<file path="config.mk">
export PLATFORM = sky130hd
export DESIGN_NAME = regfile_write_arbiter
export DESIGN_NICKNAME = d
export VERILOG_FILES = /design/src/rtl/regfile_write_arbiter.sv
export SDC_FILE = /design/constraint.sdc
export NUM_CORES = 1
export LEC_CHECK = 0
export ABC_CLOCK_PERIOD_IN_PS = 2050
export BUFFER_PORTS_ARGS = -buffer_cell sky130_fd_sc_hd__buf_2
export CORE_ASPECT_RATIO = 0.5
export CORE_MARGIN = 2
export CORE_UTILIZATION = 42
export DETAILED_ROUTE_END_ITERATION = 10
export PLACE_DENSITY_LB_ADDON = 0.08
export SLEW_MARGIN = 20
export SYNTH_ARGS = -nofsm -noshare
export SYNTH_HDL_FRONTEND = slang
export SYNTH_SLANG_ARGS = --single-unit
</file>
<file path="constraint.sdc">
create_clock -name clk -period 2.05 [get_ports clk]
set_input_delay 0.3075 -clock clk [delete_from_list [all_inputs] [get_ports clk]]
set_output_delay 0.3075 -clock clk [all_outputs]
set_load 0.01 [all_outputs]
</file>
<file path="src/rtl/regfile_write_arbiter.sv">
// Arbitrates the register file's single write port between ALU and load write-back.
// Fixed priority to loads, with the ALU promoted after a run of denied cycles.
module regfile_write_arbiter #(
   parameter int ADDR_W       = 5,
   parameter int DATA_W       = 32,
   parameter int STARVE_LIMIT = 4,
   parameter int CNT_W        = 16
) (
   input  logic              clk,
   input  logic              rst,
   input  logic              alu_valid,
   input  logic [ADDR_W-1:0] alu_addr,
   input  logic [DATA_W-1:0] alu_data,
   output logic              alu_ready,
   input  logic              mem_valid,
   input  logic [ADDR_W-1:0] mem_addr,
   input  logic [DATA_W-1:0] mem_data,
   output logic              mem_ready,
   output logic              rf_write_en,
   output logic [ADDR_W-1:0] rf_write_addr,
   output logic [DATA_W-1:0] rf_write_data,
   output logic              prio_alu,
   output logic [CNT_W-1:0]  conflict_cnt
);

   typedef enum logic {
      PRIO_MEM = 1'b0,
      PRIO_ALU = 1'b1
   } state_t;

   localparam logic [3:0] LIMIT = 4'(STARVE_LIMIT);

   state_t      state;
   state_t      state_next;
   logic [3:0]  starve_cnt;
   logic [3:0]  starve_next;
   logic        accept;
   logic [ADDR_W-1:0] win_addr;
   logic [DATA_W-1:0] win_data;

   // Grant selection, starvation tracking and priority transitions.
   // The promotion decision looks at the counter value being written this
   // edge so the ALU gets the port in the cycle right after its Nth denial.
   always_comb begin
      alu_ready   = 1'b0;
      mem_ready   = 1'b0;
      state_next  = state;
      starve_next = starve_cnt;
      if (!rst) begin
         if (state == PRIO_ALU) begin
            if (alu_valid)      alu_ready = 1'b1;
            else if (mem_valid) mem_ready = 1'b1;
         end else begin
            if (mem_valid)      mem_ready = 1'b1;
            else if (alu_valid) alu_ready = 1'b1;
         end
      end
      if (alu_ready)
         starve_next = 4'd0;
      else if (alu_valid)
         starve_next = (starve_cnt >= LIMIT) ? LIMIT : starve_cnt + 4'd1;
      else
         starve_next = 4'd0;
      if (state == PRIO_MEM) begin
         if (starve_next == LIMIT) state_next = PRIO_ALU;
      end else begin
         if (alu_ready) state_next = PRIO_MEM;
      end
   end

   assign accept   = alu_ready | mem_ready;
   assign win_addr = alu_ready ? alu_addr : mem_addr;
   assign win_data = alu_ready ? alu_data : mem_data;
   assign prio_alu = (state == PRIO_ALU);

   always_ff @(posedge clk or posedge rst) begin
      if (rst) begin
         state      <= PRIO_MEM;
         starve_cnt <= 4'd0;
      end else begin
         state      <= state_next;
         starve_cnt <= starve_next;
      end
   end

   // Writes to register 0 still move the address/data registers but never enable.
   always_ff @(posedge clk or posedge rst) begin
      if (rst) begin
         rf_write_en   <= 1'b0;
         rf_write_addr <= '0;
         rf_write_data <= '0;
      end else begin
         rf_write_en <= accept && (win_addr != '0);
         if (accept) begin
            rf_write_addr <= win_addr;
            rf_write_data <= win_data;
         end
      end
   end

   always_ff @(posedge clk or posedge rst) begin
      if (rst)
         conflict_cnt <= '0;
      else if (alu_valid && mem_valid && (conflict_cnt != '1))
         conflict_cnt <= conflict_cnt + 1'b1;
   end

endmodule

</file>
# == Word-level counts from Yosys, hierarchy flattened ==
# Cells that the tools add are included.
# word_totals
ff_bits,59
input_bits,78
word_cells,32
# op_classes
n_addsub,2
order_cmp,1
n_eq_ne,2
n_mux,16
n_bitwise,1
reduce_logical,4
# ops
cell,n
$mux 32,1
$add 16x1->16 const B,1
$ne 16x16->1 const B,1
$mux 4,3
$mux 1,11
$mux 5,1
$reduce_bool 5->1,1
$add 4x1->4 const B,1
$eq 4x3->1 const B,1
$ge 4x3->1 const B,1
$logic_and 1x1->1,3
$or 1x1->1,1

# == Logic depth before layout (Yosys ltp) ==
# Gate-level depths: netlist of run 1.
# logic_depth
depth_word,8
mapped_depth,7
ltp_nobuf,5

# == Worst setup path before layout of run 1 ==
# OpenSTA, ideal clock, no wires.
# synth_timing
path_type,input -> register
from,input rst
to,register rf_write_data[22]
setup_time_ns,0.136
arrival_time_ns,2.381
slack_ns,-0.467
path_stages,6
n_path_buf,2
cell_sequence,inv_1 o21ai_1 buf_2 clkbuf_1 nand2_1 o21ai_0
# synth_via
elab_chain_len,2
# synth_lines
element,line,rtl
"start, declared",10,"input logic rst,"
$mux 1,49,if (!rst) begin
$mux 32 / $or 1x1->1 (equally long branches),"73, 71",
"end signal, assigned",96,rf_write_data <= win_data;
"end, declared",21,"output logic [DATA_W-1:0] rf_write_data,"
# Parallel ways exist; a longest one is shown, timed or not.
# A chain may end at the register's enable or synchronous reset.

# == Final worst setup path of run 1 ==
# layout_timing
from,input rst
to,output alu_ready
# layout_via
elab_chain_len,1
# layout_lines
element,line,rtl
$mux 1,49,
"end, declared",14,"output logic alu_ready,"
# No other way between the ends.

==> impl_metrics.yaml, run 1 <==
outcome:
  run_status: "complete, no violations"
setup_path:
  cp_num_buf_inv: 4
  reg2regPathDepth: 5
  cp-end-kind: "primary output"
  r2r_setup_slack_ps: 380
  cp-startpoint: "rst"
  criticalPathCategory: "primary input to primary output"
  crit_path_start_kind: "primary input"
  cp_slowest_cell: "dlygate4sd3_1"
  crit_top_cell: "buf_2"
  required_ps: 1740
  worstPathCellList: "dlygate4sd3_1, buf_2, nand2b_1, a21o_4, inv_1, buf_2"
  slowest_delay_ps: 540
  r2r_start: "conflict_cnt[0]"
  path_max_fanout: 13
  cp_data_arrival_time_ps: 1620
  rr_endpoint: "conflict_cnt[14]"
  cp_top_family: "buffers and inverters"
cts:
  cts_root_buffer: "clkbuf_16"
  cts_tree: "done"
  insertion_delay_ps: 330
  h-tree-depth: 3
  clkSlewWorstSetupHoldPaths_ps: 50
  clock_sinks: 59
  postCtsSetupBuffers: 0
  clock_path_buffers: 2
  cts_buffers: 9
min_path:
  hold_path.class: "primary input to flop"
  min_to: "rf_write_data[20]"
  min_from: "alu_data[20]"
  whs_path_depth: 3
synth:
  ys_types: 41
  syn_area_sq_um: 2818
  synthArstFlopShare: 1.000
  synth-seq-cells: 59
  synthXorXnorAreaFrac: 0.02798
  seq_area_frac_synth: 0.5240
  synthSimpleGateAreaFrac: 0.1550
  synth_edf_count: 0
  synth_area_per_cell_sq_um: 10.55
  synth_top_family_by_area: "simple AND/OR/NAND/NOR gates"
  synth_fa_ha_area_frac: 0.008881
  yosys_most_used_dff: "dfrtp_1"
  synth_nets: 347
  muxShareOfSynthArea: 0.1421
  synth_compound_area_frac: 0.09947
  syn_inst: 267
  yosys_warnings: 0
final_layout:
  drive_gt1_frac: 0.4054
  finalNetCount: 483
  fill_cells: 578
  layout_commonest_cell: "buf_2"
  final_cell_mix: "buf_2, dfrtp_1, nand2_1, mux2i_1, o21ai_0"
  stdcell_count: 499
  synthToLayoutAreaGrowth_pct: 37.48
  diodes: 0
routing:
  drtAntennaViolNets: 0
  vias_per_cell: 4.798
  vias: 2394
  first_pass_iters: 4
  totalWireLength_mm: 6.420
  drt-initial-drc-count: 124
  drc: 0
  wl_per_cell_um: 12.87
placed_design:
  gp_congestion: 0.8218
  post-place-cells: 483
  io_buffers: 134
  dpl.hpwl_mm: 4.776
floorplan:
  fp.dieH_um: 61.92
  rows: 21
  die_w_um: 119.8
  io_pins: 135
  start_util: 0.4272
  die_area_sq_um: 7420
  design.core.area_sq_um: 6595
sta:
  max_freq_ghz: 0.5179
  maxSlewViolCount: 0
  final_hold_viol_count: 0
  setup_violations: 0
  hold_ws_ps: 248.4
  finalSetupTns_ps: 0
  clock-skew-final_ps: 5.232
  rsz0062_at_grt: "false"
  period_share: 0.9418
  finalCriticalPeriod_ps: 1931
grt:
  grt_use_total: 0.1773
  grt_overflow: 0
  first_global_vias: 2213
  grt_max_degree: 76
  antenna_found_initial: 0
  grt_pass1_wl_mm: 9.873
power:
  powerDensity_nw_per_um2: 908.7
  ir_drop_mv: 0.4988
  power_leakage_nw: 2.151
flow_run:
  drv_cap: 0
==> final cells by class <==
type / instances / area, sq um / share of cell area
repair buffers: 141 / 750.7 / 0.1938
clock buffers: 12 / 246.5 / 0.06363
multi-input cells: 186 / 1244 / 0.3211
clock inverters: 3 / 15.01 / 0.003876
flip-flops and latches: 59 / 1476 / 0.3811
well taps: 92 / 115.1 / 0.02972
inverters: 6 / 26.28 / 0.006783
==> cells by family (layout without fill, tap and decap cells) <==
kind of cell / count (synthesis) / in the layout
simple gates: 85 / 85
flops: 59 / 59
compound gates: 50 / 50
mux: 39 / 39
buf+inv: 22 / 162
xor+xnor: 9 / 9
fa+ha+maj: 2 / 2
other cells: 1 / 1
==> per-layer routing <==
| layer | vias up | wire [um] | track usage |
|---|---|---|---|
| met5 | - | 0 | 0 |
| met4 | 0 | 56 | 0.05378 |
| met3 | 6 | 428 | 0.09033 |
| met2 | 67 | 3210 | 0.3167 |
| met1 | 1112 | 2725 | 0.1925 |
| li1 | 1209 | - | - |
==> synthesized netlist by cell type (3+ instances only) <==
cell type / count / share of area
inv_1: 6 / 0.0080
nand3_1: 9 / 0.016
mux2i_1: 37 / 0.13
clkbuf_1: 5 / 0.0067
dfrtp_1: 59 / 0.52
o21ai_0: 19 / 0.034
nand4_1: 6 / 0.013
nand2_1: 42 / 0.056
nor3_1: 3 / 0.0053
buf_4: 3 / 0.0080
o21ai_1: 19 / 0.034
nor2_1: 8 / 0.011
buf_2: 6 / 0.011
and3_1: 3 / 0.0067
xnor2_1: 8 / 0.025
==> registers in the layout, summed over array words and instances (netlist names) <==
signal         count
prio_alu           1
rf_write_en        1
rf_write_data     32
starve_cnt         4
conflict_cnt      16
rf_write_addr      5
==> through the flow <==
stage / worst slack, ps / instance area [sq um] / util / power [mW]
2_1_floorplan: -22.60 / 2826 / - / 1.890
3_3_place_gp: 395.7 / 3596 / 0.5452 / 2.217
3_5_place_dp: 377.1 / 3596 / 0.5452 / 2.236
4_1_cts: 46.62 / 3867 / 0.5864 / 3.572
5_1_grt: 68.90 / 3874 / 0.5874 / 3.732
6_report: 119.2 / 3874 / 0.5874 / 3.520
==> worst reg2reg max path, stage by stage, from the launching register on <==
cell     delay [ps]
dfrtp_1         400
ha_1            220
and3_1          250
nor2b_1         360
nand4_1         170
xnor2_1         150
==> worst max-delay path by stage <==
stage                     slack (ps)  depth (start not counted)               end
after floorplan                  -20                          6  rf_write_addr[0]
after global placement           400                          6  rf_write_addr[1]
after detailed placement         380                          6  rf_write_addr[0]
after CTS                         50                          6         alu_ready
after global routing              70                          6         alu_ready
final                            120                          6         alu_ready
==> report_power, final <==
part / leakage, nW / switching (mW) / internal (mW)
clock: 0.132 / 0.476 / 0.834
sequential: 0.740 / 0.146 / 1.34
combinational: 1.28 / 0.378 / 0.349
==> repair_timing <==
item | 4_1_cts | 5_1_grt
hold buffers | 1 | 0
endpoints found under the setup margin | 0 | 1
endpoints found under the hold margin | 5 | 0
resized for setup | 0 | 1
Power figures use the tool's default switching activity.
==> inputs of run 2 (changes only) <==
ABC_CLOCK_PERIOD_IN_PS = 1950   (was 2050)
CORE_UTILIZATION = 46   (was 42)
SLEW_MARGIN = not set   (was 20)
clock period = 1.95 ns   (was 2.05 ns; I/O delays follow)
==> run 2 against run 1 <==
Against the previous run: power increased by 4.1%; count of clock-buffer cells in the layout grew 1; utilization up 4.9 points; largest cell class unchanged; routed wire length rose by 1.4%; critical endpoint unchanged.
==> impl_metrics.yaml, run 2 (synthesized netlist as in run 1, its figures left out) <==
final_layout:
  fill_cells: 509
  synthToLayoutAreaGrowth_pct: 35.12
  layout_commonest_cell: "buf_2"
  multi_input_area_sq_um: 1237
  drive_gt1_frac: 0.3995
  diodes: 0
  regArea_sq_um: 1476
  finalNetCount: 481
  largest_reg_flops: 32
  top_register: "rf_write_data"
  final_cell_mix: "buf_2, dfrtp_1, nand2_1, mux2i_1, o21ai_0"
  top_regs: "rf_write_data: 32 flops, conflict_cnt: 16 flops, rf_write_addr: 5 flops"
sta:
  rsz0062_at_grt: "false"
  max_freq_ghz: 0.5585
  maxSlewViolCount: 0
  period_share: 0.9181
  finalSetupTns_ps: 0
  finalCriticalPeriod_ps: 1790
  final_hold_viol_count: 0
  setup_violations: 0
  clock-skew-final_ps: 3.039
  setup_ws_ps: 159.6
routing:
  first_pass_iters: 4
  totalWireLength_mm: 6.511
  vias_per_cell: 4.985
  drt-initial-drc-count: 107
  drc: 0
  vias: 2393
  drtAntennaViolNets: 0
  wl_per_cell_um: 13.56
cts:
  cts_tree: "done"
  postCtsSetupBuffers: 0
  ctsResizeCount: 0
  clock_path_buffers: 2
  h-tree-depth: 3
  clkSlewWorstSetupHoldPaths_ps: 50
  cts_buffers: 9
  clock_sinks: 59
  insertion_delay_ps: 320
  cts_root_buffer: "clkbuf_16"
  cts_hold_buf: 0
floorplan:
  design.core.area_sq_um: 5981
  rows: 20
  die_area_sq_um: 6805
  start_util: 0.4711
  io_pins: 135
  die_w_um: 114.7
  fp.dieH_um: 59.34
grt:
  antenna_found_initial: 0
  grt_use_total: 0.2039
  first_global_vias: 2219
  grt_max_degree: 76
  grt_overflow: 0
  grt_pass1_wl_mm: 10.44
min_path:
  hold_path.class: "primary input to async pin"
setup_path:
  r2r_setup_slack_ps: 320
  path_max_fanout: 28
  required_ps: 1660
  crit_path_start_kind: "flop"
  cp_data_arrival_time_ps: 1500
  criticalPathCategory: "flop to primary output"
  cp-end-kind: "primary output"
placed_design:
  dpl.hpwl_mm: 4.826
  io_buffers: 134
  pre_cts_slack_ps: 321.1
  gp_congestion: 0.7887
power:
  ir_drop_mv: 0.4408
  power_leakage_nw: 2.125
  powerDensity_nw_per_um2: 962.3
outcome:
  run_status: "complete, no violations"
flow_run:
  drv_cap: 0
## run 2: critical path: stages (launching register included)
cell and delay (ps):
dfrtp_1 400, inv_1 60, a21o_2 120, buf_4 370, inv_1 70, buf_2 150
## run 2: routing by layer
metal	GRT usage	routed length (um)
met1	0.2520	2842
met3	0.08282	489
met2	0.3178	3089
met5	0	0
met4	0.09582	90
## run 2: per-stage QoR
step | hold WS (ps) | cell area (sq um) | instances | utilization | power [mW]
after CTS | 91.96 | 3807 | 480 | 0.6366 | 3.713
after global routing | 123.2 | 3807 | 480 | 0.6366 | 3.866
after global placement | 420.4 | 3557 | 467 | 0.5948 | 2.318
after detailed placement | 424.6 | 3557 | 467 | 0.5948 | 2.346
after floorplan | 402.7 | 2831 | 267 | - | 1.989
final | 95.89 | 3807 | 480 | 0.6366 | 3.664
## run 2: cell type report
class                      instances  share of cell area
clock buffer                      13             0.06572
multi-input combinational        186              0.3250
timing repair buffer             139              0.1893
inverter                           6            0.006901
tap                               77             0.02530
sequential                        59              0.3878
## run 2: path summary, 6_finish.rpt
kind,start,end,cells past startpoint
worst max-delay path,prio_alu,alu_ready,5
worst min-delay path,rst,rf_write_data[9],3
worst max register to register,conflict_cnt[0],conflict_cnt[14],5
worst min register to register,starve_cnt[0],starve_cnt[0],1
max in group asynchronous,rst,rf_write_data[25],3
min in group clk,alu_data[13],rf_write_data[13],3
## run 2: where the power goes
group	internal [mW]	switching, mW
logic	0.359	0.397
registers	1.41	0.154
clock network	0.869	0.478
==> inputs of run 3 (changes only) <==
MAX_ROUTING_LAYER = met4   (was not set)
==> run 3 against run 2 <==
Against the previous run: count of clock-buffer cells in the layout is the same; via count shrank 0.21%; sequential share of layout area is the same; register-to-register slack is essentially flat; die area is the same; highest routed layer unchanged; clock power is essentially flat; worst hold slack lost 0.82 ps; sequential cell count is the same; sequential power is essentially flat; power is essentially flat; largest cell class unchanged.
==> impl_metrics.yaml, run 3 (synthesized netlist as in run 1, its figures left out) <==
outcome:
  run_status: "complete, no violations"
floorplan:
  fp.dieH_um: 59.34
  die_area_sq_um: 6805
  die_w_um: 114.7
  start_util: 0.4711
  rows: 20
  design.core.area_sq_um: 5981
  io_pins: 135
final_layout:
  layout_commonest_cell: "buf_2"
  top_regs: "rf_write_data: 32 flops, conflict_cnt: 16 flops, rf_write_addr: 5 flops"
  largest_reg_flops: 32
  drive_gt1_frac: 0.3995
  diodes: 0
  multi_input_area_sq_um: 1237
  top_register: "rf_write_data"
  fill_cells: 509
  regArea_sq_um: 1476
  final_cell_mix: "buf_2, dfrtp_1, nand2_1, mux2i_1, o21ai_0"
  synthToLayoutAreaGrowth_pct: 35.12
  finalNetCount: 481
  final_core_util: 0.6366
power:
  p_total_mw: 3.665
  powerDensity_nw_per_um2: 962.6
  ir_drop_mv: 0.4413
  power_leakage_nw: 2.125
cts:
  clock_sinks: 59
  h-tree-depth: 3
  postCtsSetupBuffers: 0
  cts_tree: "done"
  cts_hold_buf: 0
  ctsResizeCount: 0
  clkSlewWorstSetupHoldPaths_ps: 50
  cts_root_buffer: "clkbuf_16"
  cts_buffers: 9
  clock_path_buffers: 2
  insertion_delay_ps: 320
sta:
  max_freq_ghz: 0.5582
  finalSetupTns_ps: 0
  rsz0062_at_grt: "false"
  period_share: 0.9186
  final_hold_viol_count: 0
  maxSlewViolCount: 0
  setup_violations: 0
  finalCriticalPeriod_ps: 1791
  clock-skew-final_ps: 3.366
routing:
  first_pass_iters: 4
  wl_per_cell_um: 13.55
  drt-initial-drc-count: 127
  vias_per_cell: 4.975
  drtAntennaViolNets: 0
  totalWireLength_mm: 6.504
  drc: 0
  vias: 2388
setup_path:
  cp_data_arrival_time_ps: 1500
  crit_path_start_kind: "flop"
  cp-end-kind: "primary output"
  required_ps: 1660
  path_max_fanout: 28
  criticalPathCategory: "flop to primary output"
grt:
  grt_overflow: 0
  grt_pass1_wl_mm: 10.44
  grt_max_degree: 76
  first_global_vias: 2223
  antenna_found_initial: 0
  grt_use_total: 0.2104
placed_design:
  io_buffers: 134
  dpl.hpwl_mm: 4.826
  gp_congestion: 0.7997
flow_run:
  drv_cap: 0
min_path:
  hold_path.class: "primary input to async pin"
-- run 3: final cells by class --
cell class                      count  area share
Clock buffer                       13     0.06572
Inverter                            6    0.006901
Multi-Input combinational cell    186      0.3250
Sequential cell                    59      0.3878
Tap cell                           77     0.02530
Timing Repair Buffer              139      0.1893
-- run 3: report_power, final --
part | internal, mW | switching [mW]
Combinational | 0.359 | 0.397
Clock | 0.869 | 0.480
Sequential | 1.41 | 0.153
-- run 3: layer usage --
layer  GRT usage  wire length [um]  vias up
met2      0.3195              3100       82
met5           -                 0        -
met1      0.2526              2838     1095
met4     0.09582                90        0
li1            -                 -     1204
met3     0.07975               475        7
-- run 3: critical path, cell delays in order, from the launching register on --
cell     delay [ps]
dfrtp_1         400
inv_1            60
a21o_2          120
buf_4           370
inv_1            70
buf_2           150
-- run 3: final timing paths --
check	start	slack [ps]	depth (start not counted)	to
setup / recovery	prio_alu	160	5	alu_ready
hold / removal	rst	100	3	rf_write_data[9]
setup reg to reg	conflict_cnt[0]	320	5	conflict_cnt[1]
hold reg to reg	starve_cnt[0]	460	1	starve_cnt[0]
max in group asynchronous	rst	1420	3	rf_write_data[25]
min in group clk	alu_data[13]	240	3	rf_write_data[13]
-- run 3: per-stage QoR --
stage / hold slack [ps] / cells / area, sq um / setup slack, ps
final: 95.07 / 480 / 3807 / 158.7
after detailed placement: 424.6 / 467 / 3557 / 321.1
after global routing: 123.2 / 480 / 3807 / 34.07
after floorplan: 402.7 / 267 / 2831 / 0.5908
after global placement: 420.4 / 467 / 3557 / 357.1
after CTS: 91.96 / 480 / 3807 / 135.3
